==> config.mk <==
export PLATFORM = sky130hd
export DESIGN_NAME = matrix_wr_arbiter
export DESIGN_NICKNAME = d
export VERILOG_FILES = /design/src/rtl/matrix_wr_arbiter.sv
export SDC_FILE = /design/constraint.sdc
export NUM_CORES = 1
export LEC_CHECK = 0
export ABC_AREA = 1
export CAP_MARGIN = 20
export CORE_MARGIN = 10
export CORE_UTILIZATION = 30
export CTS_BUF_LIST = sky130_fd_sc_hd__clkbuf_4 sky130_fd_sc_hd__clkbuf_8
export DETAILED_ROUTE_END_ITERATION = 16
export PLACE_DENSITY = 0.67
export SLEW_MARGIN = 15
export SYNTH_ARGS = -nofsm -noshare
export SYNTH_HDL_FRONTEND = slang
export SYNTH_SLANG_ARGS = --single-unit
==> constraint.sdc <==
create_clock -name clk -period 1.93 [get_ports clk]
set_input_delay 0.579 -clock clk [delete_from_list [all_inputs] [get_ports clk]]
set_output_delay 0.579 -clock clk [all_outputs]
set_load 0.05 [all_outputs]
==> src/rtl/matrix_wr_arbiter.sv <==
// matrix_wr_arbiter: round-robin burst arbiter for the shared matrix-storage write port.
// Define ARB_TIMEOUT_EN to forcibly revoke ownership from an owner idle for TIMEOUT cycles.
module matrix_wr_arbiter #(
    parameter int NREQ    = 3,
    parameter int TIMEOUT = 64
) (
    input  logic               clk,
    input  logic               rst_n,
    input  logic [NREQ-1:0]    req_i,
    output logic [NREQ-1:0]    gnt_o,
    input  logic [2*NREQ-1:0]  slot_i,
    input  logic [3*NREQ-1:0]  row_i,
    input  logic [3*NREQ-1:0]  col_i,
    input  logic [16*NREQ-1:0] data_i,
    input  logic [NREQ-1:0]    we_i,
    input  logic [3*NREQ-1:0]  dim_m_i,
    input  logic [3*NREQ-1:0]  dim_n_i,
    input  logic [NREQ-1:0]    dim_we_i,
    output logic [1:0]         mem_slot_o,
    output logic [2:0]         mem_row_o,
    output logic [2:0]         mem_col_o,
    output logic [15:0]        mem_data_o,
    output logic               mem_we_o,
    output logic [2:0]         mem_dim_m_o,
    output logic [2:0]         mem_dim_n_o,
    output logic               mem_dim_we_o,
    output logic [1:0]         owner_o,
    output logic               busy_o,
    input  logic               clr_err_i,
    output logic               drop_err_o,
    output logic               timeout_err_o
);
    typedef enum logic [1:0] {IDLE, OWNED, GAP} state_e;

    state_e            state_q, state_d;
    logic [1:0]        rr_ptr_q, rr_ptr_d, owner_q, owner_d, pick, next_ptr;
    logic [NREQ-1:0]   gnt_q, gnt_d, req_eff, own_mask;
    logic              pick_vld, own, own_req, own_we, own_dim_we, revoke;
    logic [1:0]        mem_slot_q, mem_slot_d;
    logic [2:0]        mem_row_q, mem_row_d, mem_col_q, mem_col_d;
    logic [2:0]        mem_dim_m_q, mem_dim_m_d, mem_dim_n_q, mem_dim_n_d;
    logic [15:0]       mem_data_q, mem_data_d;
    logic              mem_we_q, mem_we_d, mem_dim_we_q, mem_dim_we_d;
    logic              drop_q, drop_d;

    assign own        = state_q == OWNED;
    assign own_req    = req_i[owner_q];
    assign own_we     = we_i[owner_q];
    assign own_dim_we = dim_we_i[owner_q];
    assign own_mask   = own ? NREQ'(1) << owner_q : '0;
    assign next_ptr   = (int'(owner_q) == NREQ - 1) ? 2'd0 : owner_q + 2'd1;

`ifdef ARB_TIMEOUT_EN
    localparam int CW = $clog2(TIMEOUT + 1);
    logic [CW-1:0]   cnt_q, cnt_d;
    logic [NREQ-1:0] mask_q, mask_d;
    logic            to_err_q, to_err_d, own_strobe;
    assign own_strobe    = own_we | own_dim_we;
    assign revoke        = own && own_req && !own_strobe && cnt_q == CW'(TIMEOUT - 1);
    assign cnt_d         = (!own || own_strobe) ? '0 : cnt_q + 1'b1;
    // A revoked requester stays masked until it has been seen with req low.
    assign mask_d        = (mask_q & req_i) | (revoke ? own_mask : '0);
    assign to_err_d      = revoke | (to_err_q & ~clr_err_i);
    assign req_eff       = req_i & ~mask_q;
    assign timeout_err_o = to_err_q;
    always_ff @(posedge clk or negedge rst_n) begin
        if (!rst_n) begin
            cnt_q    <= '0;
            mask_q   <= '0;
            to_err_q <= 1'b0;
        end else begin
            cnt_q    <= cnt_d;
            mask_q   <= mask_d;
            to_err_q <= to_err_d;
        end
    end
`else
    assign revoke        = 1'b0;
    assign req_eff       = req_i;
    assign timeout_err_o = 1'b0;
`endif

    // Scan downward so the candidate closest to rr_ptr is assigned last and wins.
    always_comb begin
        pick     = rr_ptr_q;
        pick_vld = 1'b0;
        for (int i = NREQ - 1; i >= 0; i--) begin
            if (req_eff[(int'(rr_ptr_q) + i) % NREQ]) begin
                pick     = 2'((int'(rr_ptr_q) + i) % NREQ);
                pick_vld = 1'b1;
            end
        end
    end

    always_ff @(posedge clk or negedge rst_n) begin
        if (!rst_n) begin
            state_q      <= IDLE;
            rr_ptr_q     <= '0;
            owner_q      <= '0;
            gnt_q        <= '0;
            mem_slot_q   <= '0;
            mem_row_q    <= '0;
            mem_col_q    <= '0;
            mem_data_q   <= '0;
            mem_dim_m_q  <= '0;
            mem_dim_n_q  <= '0;
            mem_we_q     <= 1'b0;
            mem_dim_we_q <= 1'b0;
            drop_q       <= 1'b0;
        end else begin
            state_q      <= state_d;
            rr_ptr_q     <= rr_ptr_d;
            owner_q      <= owner_d;
            gnt_q        <= gnt_d;
            mem_slot_q   <= mem_slot_d;
            mem_row_q    <= mem_row_d;
            mem_col_q    <= mem_col_d;
            mem_data_q   <= mem_data_d;
            mem_dim_m_q  <= mem_dim_m_d;
            mem_dim_n_q  <= mem_dim_n_d;
            mem_we_q     <= mem_we_d;
            mem_dim_we_q <= mem_dim_we_d;
            drop_q       <= drop_d;
        end
    end

    always_comb begin
        state_d  = state_q;
        rr_ptr_d = rr_ptr_q;
        owner_d  = owner_q;
        gnt_d    = gnt_q;
        case (state_q)
            IDLE: if (pick_vld) begin
                state_d = OWNED;
                owner_d = pick;
                gnt_d   = NREQ'(1) << pick;
            end
            OWNED: if (!own_req || revoke) begin
                state_d  = GAP;
                gnt_d    = '0;
                rr_ptr_d = next_ptr;
            end
            default: state_d = IDLE;
        endcase
    end

    always_comb begin
        mem_we_d     = own & own_we & own_req;
        mem_dim_we_d = own & own_dim_we & own_req;
        mem_slot_d   = own ? slot_i[2*int'(owner_q) +: 2] : mem_slot_q;
        mem_row_d    = own ? row_i[3*int'(owner_q) +: 3] : mem_row_q;
        mem_col_d    = own ? col_i[3*int'(owner_q) +: 3] : mem_col_q;
        mem_data_d   = own ? data_i[16*int'(owner_q) +: 16] : mem_data_q;
        mem_dim_m_d  = own ? dim_m_i[3*int'(owner_q) +: 3] : mem_dim_m_q;
        mem_dim_n_d  = own ? dim_n_i[3*int'(owner_q) +: 3] : mem_dim_n_q;
        drop_d       = (|((we_i | dim_we_i) & ~own_mask)) | (drop_q & ~clr_err_i);
    end

    assign gnt_o        = gnt_q;
    assign owner_o      = owner_q;
    assign busy_o       = own;
    assign mem_slot_o   = mem_slot_q;
    assign mem_row_o    = mem_row_q;
    assign mem_col_o    = mem_col_q;
    assign mem_data_o   = mem_data_q;
    assign mem_dim_m_o  = mem_dim_m_q;
    assign mem_dim_n_o  = mem_dim_n_q;
    assign mem_we_o     = mem_we_q;
    assign mem_dim_we_o = mem_dim_we_q;
    assign drop_err_o   = drop_q;
endmodule
==> summary.txt, run 1 <==
status = finished clean
CTS Root Cell = clkbuf_8
total CTS buffers = 5
Cell Area, Synth = 2340 um2
Slowest cell on crit path = dfrtp_1
Area growth syn-to-layout = 66.3%
fin util = 0.509
CP Class = flop to primary output
worst-path cell chain = nor2_4 > buf_12
unique cell type count in the Yosys netlist = 27
Total Power = 6620 uW
most frequent cells in the layout = 100 x nand2_1, 100 x clkdlybuf4s50_1, 45 x buf_4, 42 x dfrtp_1, 24 x nor2_1
port bufs = 140
maximum clock frequency = 555 MHz
Data arrival, critical path = 1220 ps
CP top delay family = flip-flops
crit-path max FO = 11
Worst-Skew Late Latency = 290 ps
Setup Fix Bufs, Post-CTS = 0
Hold WS = 257 ps
Least-Margin Pin Slew = 503 ps
crit-path max cell delay = 410 ps
Final Slew Violations = 0
Post-DP HPWL = 7000 um
core area = 7650 um2
vias in the first global route = 2774
vias per inst = 4.76
clock skew = 6.02 ps
Gate Count Post-Synth = 301
CTS max path bufs = 2
area of the multi-input gates = 1140 um2
first-pass GRT wire length = 13600 um
WP buf/inv = 1
grt ovf = 0
TritonRoute pass-1 iters = 4
Hold Fails Final Rpt = 0
Critical Path RT = 1350 ps
drt drc = 0
Final min period = 1800 ps
layout cells sized above 1 = 0.181
NumNets Final = 547
Clock Sinks = 42
PD cells = 1700 nW/um2
via count = 2590
final WL = 8490 um
CTS tree = yes
average wire per standard cell = 15.6 um
number of synthesized register bits = 42
RSZ-0062 raised after global routing = false
type of origin of the critical path = flop
Chip Height = 108 um
cts hold-fix bufs = 0
# IOs = 142
GP Congestion = 0.833
Max-Cap Viols = 0
sequential share of the synthesized area = 0.449
LEAKAGE = 0.00172 uW
max_slew headroom = 0.664
Reg area = 1050 um2
Sum Neg Setup Slack = 0 ps
Syn Nets = 406
CP Capture Type = primary output
# setup viols final = 0
synth warn = 0
ANT cells = 0
Core Rows = 32
GRT Total Usage = 0.141
H-Tree Depth = 2
initial core utilization = 0.306
average cell area after synthesis = 7.78 um2
worst vdd ir = 0.786 mV
Post-DRT Antenna Nets = 0
clock slew seen by the registers of the worst setup and hold paths = 70 ps
largest net degree at the start of global routing = 27
Layout fillers = 766
worst min-delay path category = input pin to async pin
Starting DRT DRC Count = 72
Die Width = 108 um
Die ar. = 11700 um2
antenna violations before repair = 0
Final period util = 0.933
-- timing repair --
item / in CTS / in global routing
endpoints found under the hold margin: 0 / 0
resized for setup: 0 / 1
setup endpoints to repair: 0 / 4
-- per-layer routing --
| layer | part of all wire | routed length (um) | GRT usage |
|---|---|---|---|
| met3 | 0.082 | 697 | 0.0553 |
| met4 | 0.0040 | 34 | 0.0254 |
| met1 | 0.41 | 3500 | 0.163 |
| met5 | 0 | 0 | 0 |
| met2 | 0.50 | 4260 | 0.245 |
-- cells by family (layout without fill, tap and decap cells) --
logic type	Yosys count	count (layout)	share of synthesized area
AO/OA/AOI/OAI	50	50	0.147
adder cells (fa/ha/maj)	3	3	0.0160
buffers and inverters	36	177	0.0673
flip-flops	42	42	0.449
other	1	1	0.00160
AND/OR/NAND/NOR	169	169	0.319
-- flip-flops by register name, indices dropped and copies added, names as in the netlist, 2 cells and up --
name,flops
mem_col_o,3
state_q,2
owner_o,2
rr_ptr_q,2
mem_slot_o,2
mem_row_o,3
mem_dim_m_o,3
mem_data_o,16
mem_dim_n_o,3
gnt_o,3
-- where the power goes --
group | leakage [uW] | switching (uW) | internal (uW) | total, uW
registers | 0.000503 | 248 | 1300 | 1550
logic | 0.00117 | 3040 | 1510 | 4550
clock network | 0.0000438 | 276 | 243 | 519
-- cell type report --
type	count	area share
flip-flops and latches	42	0.270
well taps	102	0.0328
multi-input cells	223	0.292
repair buffers	150	0.366
clock inverters	2	0.00257
clock buffers	5	0.0177
inverters	20	0.0193
-- through the flow --
stage	cell area [um2]	setup slack [ps]	std cells
detailed placement	3810	-36.2	537
CTS	3890	68.7	544
floorplan	2340	130	301
global route	3890	14.3	544
global placement	3810	24.9	537
finish	3890	129	544
-- worst paths after layout --
path | endpoint | startpoint | slack (ps) | cells after the start
setup / recovery | busy_o | state_q[1] | 130 | 2
hold / removal | drop_err_o | rst_n | 260 | 1
hold reg to reg | mem_data_o[9] | mem_data_o[9] | 520 | 2
setup reg to reg | owner_o[1] | rr_ptr_q[0] | 180 | 11
max in group asynchronous | mem_slot_o[1] | rst_n | 1170 | 2
min in group clk | mem_data_o[9] | mem_data_o[9] | 520 | 2
-- synthesized netlist by cell type, drive strengths merged --
library cell	number	area [um2]
buf	11	63.8
conb	1	3.75
dfrtp	42	1050
nand2	104	400
nand3	24	135
clkbuf	5	18.8
a21oi	1	5.00
a41oi	5	43.8
o2111ai	1	8.76
ha	3	37.5
nor2	31	149
a31oi	16	100
nand4	10	62.6
a22oi	16	125
inv	20	75.1
o22ai	3	18.8
o21ai	8	43.8
Power figures use the tool's default switching activity.
==> run 2: changes to the inputs <==
--- a/config.mk
+++ b/config.mk
@@ -12,7 +12,6 @@
 export CTS_BUF_LIST = sky130_fd_sc_hd__clkbuf_4 sky130_fd_sc_hd__clkbuf_8
 export DETAILED_ROUTE_END_ITERATION = 16
 export PLACE_DENSITY = 0.67
-export SLEW_MARGIN = 15
 export SYNTH_ARGS = -nofsm -noshare
 export SYNTH_HDL_FRONTEND = slang
 export SYNTH_SLANG_ARGS = --single-unit
==> constraint.sdc (replaced) <==
create_clock -name clk -period 1.82 [get_ports clk]
set_input_delay 0.546 -clock clk [delete_from_list [all_inputs] [get_ports clk]]
set_output_delay 0.546 -clock clk [all_outputs]
set_load 0.05 [all_outputs]
==> run 2 against run 1 <==
  * Register-to-register slack about the same
  * First-iteration DRC count up 61%
  * Total power up 8.5%
  * Core utilization up 0.85 points
  * Clock-buffer cell count unchanged
  * Critical path depth unchanged
  * Worst setup slack better by 30 ps
  * Combinational power up 9.2%
  * Die area unchanged
  * Worst hold slack worse by 36 ps
  * Via count up 0.73%
  * Final cell count up 0.37%
  * Critical path type unchanged
  * Highest routed layer unchanged
==> summary.txt, run 2 (synthesis gave the netlist of run 1 again) <==
maximum clock frequency = 602 MHz
Placed Instances = 539
Max-Cap Viols = 0
CP Capture Type = primary output
Die ar. = 11700 um2
metal2 WL = 4330 um
Slowest cell on crit path = dfrtp_1
CP Depth = 2
first-pass GRT wire length = 13400 um
H-Tree Depth = 2
Final min period = 1660 ps
M1 wire length = 3410 um
Worst R2R Path Depth = 10
Data arrival, critical path = 1120 ps
status = finished clean
worst path setup slack after routing = 158 ps
post-cts resize count = 0
# setup viols final = 0
drt drc = 0
cts hold-fix bufs = 0
Final Non-Filler Cells = 546
Clock Sinks = 42
NumNets Final = 549
largest net degree at the start of global routing = 43
Final Slew Violations = 0
commonest non-fill, non-tap cell in the layout = clkdlybuf4s50_1
Post-DRT Antenna Nets = 0
Met3 Wirelength = 722 um
port bufs = 140
via count = 2609
total CTS buffers = 5
max reg flops = 16
WP buf/inv = 1
antenna violations before repair = 0
Starting DRT DRC Count = 116
Worst-Skew Late Latency = 290 ps
average wire per standard cell = 15.6 um
core area = 7650 um2
worst-path cell chain = nor2_4 > buf_12
uppermost layer routed = met4
vias in the first global route = 2619
crit-path max cell delay = 410 ps
Final period util = 0.913
worst min-delay path category = input pin to async pin
CP top delay family = flip-flops
ANT cells = 0
clock slew seen by the registers of the worst setup and hold paths = 80 ps
vias per inst = 4.78
most frequent cells in the layout = 100 x clkdlybuf4s50_1, 99 x nand2_1, 43 x buf_4, 42 x dfrtp_1, 24 x nor2_1
crit-path max FO = 6
LEAKAGE = 0.00175 uW
Setup Fix Bufs, Post-CTS = 0
CP Class = flop to primary output
Post-DP HPWL = 6960 um
RR Endpoint = owner_o[1]
# IOs = 142
CTS max path bufs = 2
Critical Path RT = 1270 ps
pre-CTS worst setup slack = -106 ps
final WL = 8510 um
worst vdd ir = 0.682 mV
grt ovf = 0
CTS tree = yes
PD cells = 1810 nW/um2
Die Width = 108 um
GP Congestion = 0.915
Layout fillers = 735
initial core utilization = 0.306
reg2reg setup slack = 180 ps
Chip Height = 108 um
GRT Total Usage = 0.139
Area growth syn-to-layout = 69.1%
layout cells sized above 1 = 0.189
TritonRoute pass-1 iters = 4
type of origin of the critical path = flop
Core Rows = 32
CTS Root Cell = clkbuf_8
Critical R2R Launch = rr_ptr_q[1]
RSZ-0062 raised after global routing = false
Hold Fails Final Rpt = 0
clock skew = 5.79 ps
run 2: cell types whose count changed in the layout (fill, tap and decap cells not counted), sizes merged:
cell | before | now
buf | 50 | 52
run 2: how the worst max path moves through the flow:
stage	to	start	slack, ps
2_1_floorplan	busy_o	state_q[1]	50
3_3_place_gp	owner_o[1]	req_i[1]	-40
3_5_place_dp	owner_o[1]	req_i[1]	-110
4_1_cts	mem_col_o[1]	state_q[1]	120
5_1_grt	owner_o[1]	rr_ptr_q[0]	30
6_report	busy_o	state_q[1]	160
run 2: metal layers:
metal  track usage  vias up
met5             0        -
met2         0.247      105
met4        0.0235        0
li1              -     1303
met1         0.161     1197
met3        0.0476        4
run 2: power breakdown:
group          internal, uW  switching, uW
combinational          1750           3220
sequential             1380            274
clock                   258            304
run 2: stage by stage:
stage | setup TNS [ps] | area, um2 | total power (uW) | hold slack [ps] | util
2_1_floorplan | 0 | 2340 | 4910 | 250 | -
3_3_place_gp | -125 | 3880 | 6650 | 485 | 0.507
3_5_place_dp | -450 | 3880 | 6710 | 496 | 0.507
4_1_cts | 0 | 3960 | 7300 | 229 | 0.517
5_1_grt | 0 | 3960 | 7760 | 241 | 0.518
6_report | 0 | 3960 | 7190 | 220 | 0.518
run 2: cell type report:
type / instances / area (um2) / area share
Timing Repair Buffer: 152 / 1490 / 0.376
Multi-Input combinational cell: 223 / 1140 / 0.288
Sequential cell: 42 / 1050 / 0.265
Tap cell: 102 / 128 / 0.0322
Inverter: 20 / 75.1 / 0.0190
Clock buffer: 5 / 68.8 / 0.0174
Clock inverter: 2 / 10.0 / 0.00253
==> run 3: changes to the inputs <==
--- a/config.mk
+++ b/config.mk
@@ -12,6 +12,7 @@
 export CTS_BUF_LIST = sky130_fd_sc_hd__clkbuf_4 sky130_fd_sc_hd__clkbuf_8
 export DETAILED_ROUTE_END_ITERATION = 16
 export PLACE_DENSITY = 0.67
+export SLEW_MARGIN = 0
 export SYNTH_ARGS = -nofsm -noshare
 export SYNTH_HDL_FRONTEND = slang
 export SYNTH_SLANG_ARGS = --single-unit
==> results of run 3 <==
The final DEF is identical to that of run 2; final timing and power are the same.
